`config.mk`:
```
export PLATFORM = sky130hd
export DESIGN_NAME = pixel_array_ctrl_flat
export DESIGN_NICKNAME = d
export VERILOG_FILES = /design/src/rtl/pixel_array_ctrl_if.sv /design/src/rtl/pixel_array_ctrl.sv /design/src/flat_wrapper.sv
export SDC_FILE = /design/constraint.sdc
export NUM_CORES = 1
export LEC_CHECK = 0
export BUFFER_PORTS_ARGS = -buffer_cell sky130_fd_sc_hd__clkbuf_2
export CORE_UTILIZATION = 45
export CTS_BUF_LIST = sky130_fd_sc_hd__clkbuf_4 sky130_fd_sc_hd__clkbuf_8
export CTS_CLUSTER_SIZE = 10
export DETAILED_ROUTE_END_ITERATION = 8
export PLACE_DENSITY = 0.71
export SKIP_CTS_REPAIR_TIMING = 1
export SYNTH_ARGS = -nofsm -noshare
export SYNTH_HDL_FRONTEND = slang
export SYNTH_SLANG_ARGS = --single-unit
```
`constraint.sdc`:
```
create_clock -name clk -period 2.1 [get_ports clk]
set_input_delay 0.21 -clock clk [delete_from_list [all_inputs] [get_ports clk]]
set_output_delay 0.21 -clock clk [all_outputs]
set_load 0.1 [all_outputs]
```
`src/rtl/pixel_array_ctrl_if.sv`:
```
`default_nettype none
// ============================================================================
//  Module      : pixel_array_ctrl_if
//  Description : Valid/ready byte stream carrying pixel codes to readout logic.
//  Revision    : 1.0 - initial release
// ============================================================================
interface pixel_array_ctrl_if #(
    parameter int COUNT_W = 8
);
    logic [COUNT_W-1:0] out_data;
    logic               out_valid;
    logic               out_ready;
    logic               out_last;

    modport master (output out_data, output out_valid, output out_last, input  out_ready);
    modport slave  (input  out_data, input  out_valid, input  out_last, output out_ready);
endinterface
`default_nettype wire

```
`src/rtl/pixel_array_ctrl.sv`:
```
`default_nettype none
// ============================================================================
//  Module      : pixel_array_ctrl
//  Description : 2x2 pixel array frame sequencer (erase/expose/convert/read)
//                with valid/ready pixel-code output. Define PIXEL_CTRL_CONT_EN
//                for continuous frames while start stays high.
//  Revision    : 1.0 - initial release
// ============================================================================
module pixel_array_ctrl #(
    parameter int ERASE_CYC  = 5,
    parameter int EXPOSE_CYC = 255,
    parameter int READ_CYC   = 2,
    parameter int COUNT_W    = 8
) (
    input  wire logic                   clk,
    input  wire logic                   reset,
    input  wire logic                   start,
    output logic                        busy,
    output logic                        px_erase,
    output logic                        px_expose,
    output logic                        px_convert,
    output logic                        px_read1,
    output logic                        px_read2,
    output logic [COUNT_W-1:0]          cnt_out,
    output logic                        cnt_oe,
    input  wire logic [4*COUNT_W-1:0]   data_in,
    pixel_array_ctrl_if.master          out_if
);

    localparam int c_W_A   = (COUNT_W > $clog2(ERASE_CYC))  ? COUNT_W : $clog2(ERASE_CYC);
    localparam int c_W_B   = (c_W_A   > $clog2(EXPOSE_CYC)) ? c_W_A   : $clog2(EXPOSE_CYC);
    localparam int c_TMR_W = (c_W_B   > $clog2(READ_CYC))   ? c_W_B   : $clog2(READ_CYC);

    localparam logic [c_TMR_W-1:0] c_ERASE_LAST  = c_TMR_W'(ERASE_CYC - 1);
    localparam logic [c_TMR_W-1:0] c_EXPOSE_LAST = c_TMR_W'(EXPOSE_CYC - 1);
    localparam logic [c_TMR_W-1:0] c_READ_LAST   = c_TMR_W'(READ_CYC - 1);
    localparam logic [c_TMR_W-1:0] c_CONV_LAST   = c_TMR_W'({COUNT_W{1'b1}});

    localparam logic [3:0] c_IDLE    = 4'd0;
    localparam logic [3:0] c_ERASE   = 4'd1;
    localparam logic [3:0] c_EXPOSE  = 4'd2;
    localparam logic [3:0] c_CONVERT = 4'd3;
    localparam logic [3:0] c_TURN    = 4'd4;
    localparam logic [3:0] c_READ1   = 4'd5;
    localparam logic [3:0] c_OUT1    = 4'd6;
    localparam logic [3:0] c_READ2   = 4'd7;
    localparam logic [3:0] c_OUT2    = 4'd8;

    logic [3:0]         r_state,   w_state_nxt;
    logic [c_TMR_W-1:0] r_tmr,     w_tmr_nxt;
    logic               r_beat,    w_beat_nxt;
    logic [COUNT_W-1:0] r_pix0,    w_pix0_nxt;
    logic [COUNT_W-1:0] r_pix1,    w_pix1_nxt;
    logic               w_accept;

    logic               r_busy, r_erase, r_expose, r_convert, r_read1, r_read2, r_cnt_oe;
    logic [COUNT_W-1:0] r_cnt_out, r_out_data;
    logic               r_out_valid, r_out_last;
    logic               w_busy, w_erase, w_expose, w_convert, w_read1, w_read2, w_cnt_oe;
    logic [COUNT_W-1:0] w_cnt_out, w_out_data;
    logic               w_out_valid, w_out_last;

    assign w_accept = r_out_valid & out_if.out_ready;

    always_ff @(posedge clk or negedge reset) begin
        if (!reset) begin
            r_state <= c_IDLE;
            r_tmr   <= '0;
            r_beat  <= 1'b0;
            r_pix0  <= '0;
            r_pix1  <= '0;
        end else begin
            r_state <= w_state_nxt;
            r_tmr   <= w_tmr_nxt;
            r_beat  <= w_beat_nxt;
            r_pix0  <= w_pix0_nxt;
            r_pix1  <= w_pix1_nxt;
        end
    end

    always_comb begin
        w_state_nxt = r_state;
        w_tmr_nxt   = r_tmr + 1'b1;
        w_beat_nxt  = r_beat;
        w_pix0_nxt  = r_pix0;
        w_pix1_nxt  = r_pix1;
        case (r_state)
            c_IDLE: begin
                w_tmr_nxt  = '0;
                w_beat_nxt = 1'b0;
                if (start) w_state_nxt = c_ERASE;
            end
            c_ERASE: begin
                if (r_tmr == c_ERASE_LAST) begin
                    w_state_nxt = c_EXPOSE;
                    w_tmr_nxt   = '0;
                end
            end
            c_EXPOSE: begin
                if (r_tmr == c_EXPOSE_LAST) begin
                    w_state_nxt = c_CONVERT;
                    w_tmr_nxt   = '0;
                end
            end
            c_CONVERT: begin
                if (r_tmr == c_CONV_LAST) begin
                    w_state_nxt = c_TURN;
                    w_tmr_nxt   = '0;
                end
            end
            c_TURN: begin
                w_state_nxt = c_READ1;
                w_tmr_nxt   = '0;
            end
            c_READ1: begin
                // Row 1 codes are only trustworthy on the final read cycle.
                if (r_tmr == c_READ_LAST) begin
                    w_state_nxt = c_OUT1;
                    w_tmr_nxt   = '0;
                    w_beat_nxt  = 1'b0;
                    w_pix0_nxt  = data_in[0*COUNT_W +: COUNT_W];
                    w_pix1_nxt  = data_in[1*COUNT_W +: COUNT_W];
                end
            end
            c_OUT1: begin
                w_tmr_nxt = '0;
                if (w_accept) begin
                    if (!r_beat) begin
                        w_beat_nxt = 1'b1;
                    end else begin
                        w_beat_nxt  = 1'b0;
                        w_state_nxt = c_READ2;
                    end
                end
            end
            c_READ2: begin
                if (r_tmr == c_READ_LAST) begin
                    w_state_nxt = c_OUT2;
                    w_tmr_nxt   = '0;
                    w_beat_nxt  = 1'b0;
                    w_pix0_nxt  = data_in[2*COUNT_W +: COUNT_W];
                    w_pix1_nxt  = data_in[3*COUNT_W +: COUNT_W];
                end
            end
            c_OUT2: begin
                w_tmr_nxt = '0;
                if (w_accept) begin
                    if (!r_beat) begin
                        w_beat_nxt = 1'b1;
                    end else begin
                        w_beat_nxt = 1'b0;
`ifdef PIXEL_CTRL_CONT_EN
                        w_state_nxt = start ? c_ERASE : c_IDLE;
`else
                        w_state_nxt = c_IDLE;
`endif
                    end
                end
            end
            default: begin
                w_state_nxt = c_IDLE;
                w_tmr_nxt   = '0;
                w_beat_nxt  = 1'b0;
            end
        endcase
    end

    // Outputs decode the next state so they can be registered without a cycle of lag.
    always_comb begin
        w_busy      = (w_state_nxt != c_IDLE);
        w_erase     = (w_state_nxt == c_ERASE);
        w_expose    = (w_state_nxt == c_EXPOSE);
        w_convert   = (w_state_nxt == c_CONVERT);
        w_read1     = (w_state_nxt == c_READ1);
        w_read2     = (w_state_nxt == c_READ2);
        w_cnt_oe    = w_convert;
        w_cnt_out   = w_convert ? w_tmr_nxt[COUNT_W-1:0] : '0;
        w_out_valid = (w_state_nxt == c_OUT1) || (w_state_nxt == c_OUT2);
        w_out_data  = '0;
        if (w_out_valid) w_out_data = w_beat_nxt ? w_pix1_nxt : w_pix0_nxt;
        w_out_last  = (w_state_nxt == c_OUT2) && w_beat_nxt;
    end

    always_ff @(posedge clk or negedge reset) begin
        if (!reset) begin
            r_busy      <= 1'b0;
            r_erase     <= 1'b0;
            r_expose    <= 1'b0;
            r_convert   <= 1'b0;
            r_read1     <= 1'b0;
            r_read2     <= 1'b0;
            r_cnt_oe    <= 1'b0;
            r_cnt_out   <= '0;
            r_out_data  <= '0;
            r_out_valid <= 1'b0;
            r_out_last  <= 1'b0;
        end else begin
            r_busy      <= w_busy;
            r_erase     <= w_erase;
            r_expose    <= w_expose;
            r_convert   <= w_convert;
            r_read1     <= w_read1;
            r_read2     <= w_read2;
            r_cnt_oe    <= w_cnt_oe;
            r_cnt_out   <= w_cnt_out;
            r_out_data  <= w_out_data;
            r_out_valid <= w_out_valid;
            r_out_last  <= w_out_last;
        end
    end

    assign busy             = r_busy;
    assign px_erase         = r_erase;
    assign px_expose        = r_expose;
    assign px_convert       = r_convert;
    assign px_read1         = r_read1;
    assign px_read2         = r_read2;
    assign cnt_oe           = r_cnt_oe;
    assign cnt_out          = r_cnt_out;
    assign out_if.out_data  = r_out_data;
    assign out_if.out_valid = r_out_valid;
    assign out_if.out_last  = r_out_last;

endmodule
`default_nettype wire

```
`src/flat_wrapper.sv`:
```
// flat-port wrapper written by rule: the top's interface ports become plain ports
module pixel_array_ctrl_flat 
#(
    parameter int ERASE_CYC  = 5,
    parameter int EXPOSE_CYC = 255,
    parameter int READ_CYC   = 2,
    parameter int COUNT_W    = 8
)
  (clk, reset, start, busy, px_erase, px_expose, px_convert, px_read1, px_read2, cnt_out, cnt_oe, data_in, out_if_out_data, out_if_out_valid, out_if_out_last, out_if_out_ready);
  pixel_array_ctrl_if #(.COUNT_W(COUNT_W)) out_if_i ();
  input  wire logic clk;
  input  wire logic reset;
  input  wire logic start;
  output logic busy;
  output logic px_erase;
  output logic px_expose;
  output logic px_convert;
  output logic px_read1;
  output logic px_read2;
  output logic [COUNT_W-1:0] cnt_out;
  output logic cnt_oe;
  input  wire logic [4*COUNT_W-1:0] data_in;
  output wire logic [$bits(out_if_i.out_data)-1:0] out_if_out_data;
  output wire logic [$bits(out_if_i.out_valid)-1:0] out_if_out_valid;
  output wire logic [$bits(out_if_i.out_last)-1:0] out_if_out_last;
  input wire logic [$bits(out_if_i.out_ready)-1:0] out_if_out_ready;
  assign out_if_out_data = out_if_i.out_data;
  assign out_if_out_valid = out_if_i.out_valid;
  assign out_if_out_last = out_if_i.out_last;
  assign out_if_i.out_ready = out_if_out_ready;
  pixel_array_ctrl #(.ERASE_CYC(ERASE_CYC), .EXPOSE_CYC(EXPOSE_CYC), .READ_CYC(READ_CYC), .COUNT_W(COUNT_W)) u_core (.clk(clk), .reset(reset), .start(start), .busy(busy), .px_erase(px_erase), .px_expose(px_expose), .px_convert(px_convert), .px_read1(px_read1), .px_read2(px_read2), .cnt_out(cnt_out), .cnt_oe(cnt_oe), .data_in(data_in), .out_if(out_if_i));
endmodule
```
==> impl_metrics.csv <==
group,metric,value,unit
routing,wl,5860,um
routing,drc,0,
power,seq_power_share,0.359,
power,intPower,1.95,mW
cts,clock-sinks,53,
setup_path,cp-end-kind,"flip-flop",
worst_hold_path,hold_path_end,"u_core.r_pix0[2]",
timing,drv_slew,0,
layout,num_antenna_cells,0,
global_routing,grt_max_degree,28,
setup_path,cp_data_required_time,2310,ps
placement,place_congestion,0.906,
power,ir_drop,1.27,mV
routing,vias,2028,
synth,ys_seq_elements,53,
timing,slew_headroom,0.633,
timing,hold_violations,0,
floorplanning,die_area,6130,sq um
layout,final_common_cell,"clkbuf_2",
setup_path,rrSetupSlack,90,ps
floorplanning,coreArea,5570,sq um
floorplanning,rows,27,
global_routing,grt_pass1_wl,9720,um
cts,cts_tree,"built",
floorplanning,die_w,78.3,um
power,p_sw_frac,0.437,
timing,fin_setup_tns,0,ps
floorplanning,pin_count,61,
timing,worst_clock_skew,9.66,ps
setup_path,worstSetupPathType,"reg -> reg",
timing,worst_pin_slew,553,ps
power,power.density,1070,nW/um^2
cts,cts-root-buf,"clkbuf_8",
cts,h-tree-depth,2,
global_routing,grt_use_total,0.208,
synth,synth_area_per_cell,11.6,sq um
timing,period_share,0.958,
cts,clk_pin_slew,100,ps
run,max_cap_violations,0,
synth,syn_area,2620,sq um
synth,synthCells,225,
layout,drive_above_1_share,0.471,
power,p_comb_frac,0.471,
worst_hold_path,min_from,"data_in[18]",
global_routing,grt-ovfl-total,0,
layout,syn_to_final_growth,23.4,%
routing,dr.pass1.iters,4,
cts,numCtsBuffers,5,
timing,setup_viol,0,
timing,max_freq,0.497,GHz
global_routing,first_global_vias,2006,
synth,synth_ff_type,"dfrtp_1",
cts,clk_latency,310,ps
routing,postRouteAntennaNets,0,
setup_path,r2r-start,"u_core.r_tmr[1]",
setup_path,crit_arrival,2220,ps
timing,period_minus_slack,2010,ps
power,leakage,1.57,nW
synth,yosysSeqAreaShare,0.506,
synth,synth_edf_count,0,
synth,syn_nets,265,
setup_path,start_kind,"flip-flop",
setup_path,crit_chain,"inv_2 -> ha_1 -> and2b_2 -> nand3_2 -> a22o_1 -> or3_4 -> or3_1",
routing,wl_per_cell,15.5,um
setup_path,rr_worst_depth,7,
floorplanning,initial_core_util,0.470,
power,switchingPower,1.51,mW
floorplanning,die_y,78.3,um
layout,finalNetCount,345,
routing,avgViaCountPerCell,5.37,
setup_path,crit_slowest_cell,"dfrtp_1",
placement,dpl.hpwl,4330,um
layout,final_cell_area,3230,sq um
layout,final_cell_mix,"60 x clkbuf_2, 51 x dfrtp_1, 32 x mux2_2",
worst_hold_path,hold_path.class,"in -> reg",
setup_path,cp_max_fo,5,
setup_path,slowest_delay,440,ps
placement,place_area,3060,sq um
cts,clk_path_buf_depth,2,
synth,synthArstFlopShare,1.00,
power,p_clk_frac,0.170,
status,status,"complete, no violations",
worst_hold_path,hold_depth,3,
synth,synth_cell_types,48,
global_routing,antenna_found_initial,0,
setup_path,r2r-end,"u_core.busy",
synth,ys.warnings.count,0,
routing,drt_iter0_markers,140,
placement,port_buffers,60,
[layout make-up]
type,instances,area (sq um)
sequential,53,1330
clock inverter,3,25.0
inverter,6,22.5
timing repair buffer,85,507
clock buffer,5,68.8
fill,507,2340
tap,72,90.1
multi-input combinational,154,1190
[synthesized netlist by cell type, drive strengths merged, types with 2 or more instances]
cell type | count | area [sq um]
nor2 | 18 | 67.6
or3 | 2 | 17.5
o21ai | 12 | 60.1
dfrtp | 53 | 1330
nor3 | 2 | 21.3
mux2 | 32 | 360
nand3 | 17 | 85.1
ha | 4 | 50.1
xnor2 | 4 | 35.0
inv | 6 | 22.5
a21oi | 6 | 30.0
and3 | 5 | 36.3
a21o | 3 | 22.5
clkbuf | 3 | 31.3
nor2b | 3 | 18.8
xor2 | 3 | 26.3
o311ai | 2 | 17.5
and2 | 2 | 12.5
a211oi | 8 | 60.1
and3b | 2 | 17.5
nand4 | 6 | 43.8
nand2 | 4 | 15.0
buf | 8 | 68.8
o211ai | 4 | 30.0
[worst max-delay path by stage]
stage | start | end | slack, ps | depth (start not counted)
after floorplan | u_core.r_tmr[1] | u_core.busy | 100 | 7
after global placement | u_core.r_tmr[1] | u_core.out_if.out_data[4] | 90 | 8
after detailed placement | u_core.r_tmr[1] | u_core.out_if.out_data[1] | -30 | 8
after CTS | u_core.r_tmr[1] | u_core.out_if.out_data[1] | -60 | 8
after global routing | u_core.r_tmr[1] | u_core.busy | -8 | 7
final | u_core.r_tmr[1] | u_core.busy | 90 | 7
[logic make-up after synthesis]
family	synth area share
buffers and inverters	0.0516
and+or+nand+nor	0.157
xor gates and xnor gates	0.0234
adders and majority gates	0.0191
DFF	0.506
AOI/OAI and AO/OA	0.105
muxes	0.138
[metal layers]
metal | track usage | share of wire | up-vias | routed length (um)
met2 | 0.319 | 0.47 | 51 | 2750
met5 | 0 | 0 | - | 0
met3 | 0.0372 | 0.040 | 6 | 235
met1 | 0.298 | 0.48 | 991 | 2800
li1 | - | - | 980 | -
met4 | 0.0630 | 0.012 | 0 | 70
[critical path: cells and delay by family, from the launching register on]
family,cells,cell delay (ps)
AO/OA/AOI/OAI,1,220
adder cells (fa/ha/maj),1,130
buffers and inverters,1,90
flip-flops,1,440
AND/OR/NAND/NOR,4,1030
[state kept, by name (all words and copies together) (netlist names)]
signal	count
u_core.busy	1
u_core.px_read2	1
u_core.r_beat	1
u_core.px_expose	1
u_core.r_pix0	8
u_core.out_if.out_data	8
u_core.cnt_out	8
u_core.out_if.out_last	1
u_core.px_erase	1
u_core.px_convert	1
u_core.r_state	4
u_core.px_read1	1
u_core.r_tmr	8
u_core.out_if.out_valid	1
u_core.r_pix1	8
[power by group through the flow]
| stage | Clock [mW] | Combinational, mW | Sequential, mW |
|---|---|---|---|
| CTS | 0.607 | 1.55 | 1.24 |
| floorplan | 0 | 0.844 | 1.57 |
| global route | 0.649 | 1.76 | 1.26 |
| global placement | 0 | 1.52 | 1.26 |
| finish | 0.589 | 1.63 | 1.25 |
| detailed placement | 0 | 1.54 | 1.26 |
[through the flow]
step                power [mW]  instances  hold WS (ps)  setup WS (ps)  utilization
global placement          2.78        365           246           86.9        0.549
floorplan                 2.42        225         -85.6            101            -
finish                    3.47        378           271           87.5        0.580
detailed placement        2.80        365           242          -25.2        0.549
CTS                       3.39        373         -99.7          -61.4        0.566
global route              3.67        378           273          -8.49        0.580
(Power assumes the default switching activity.)
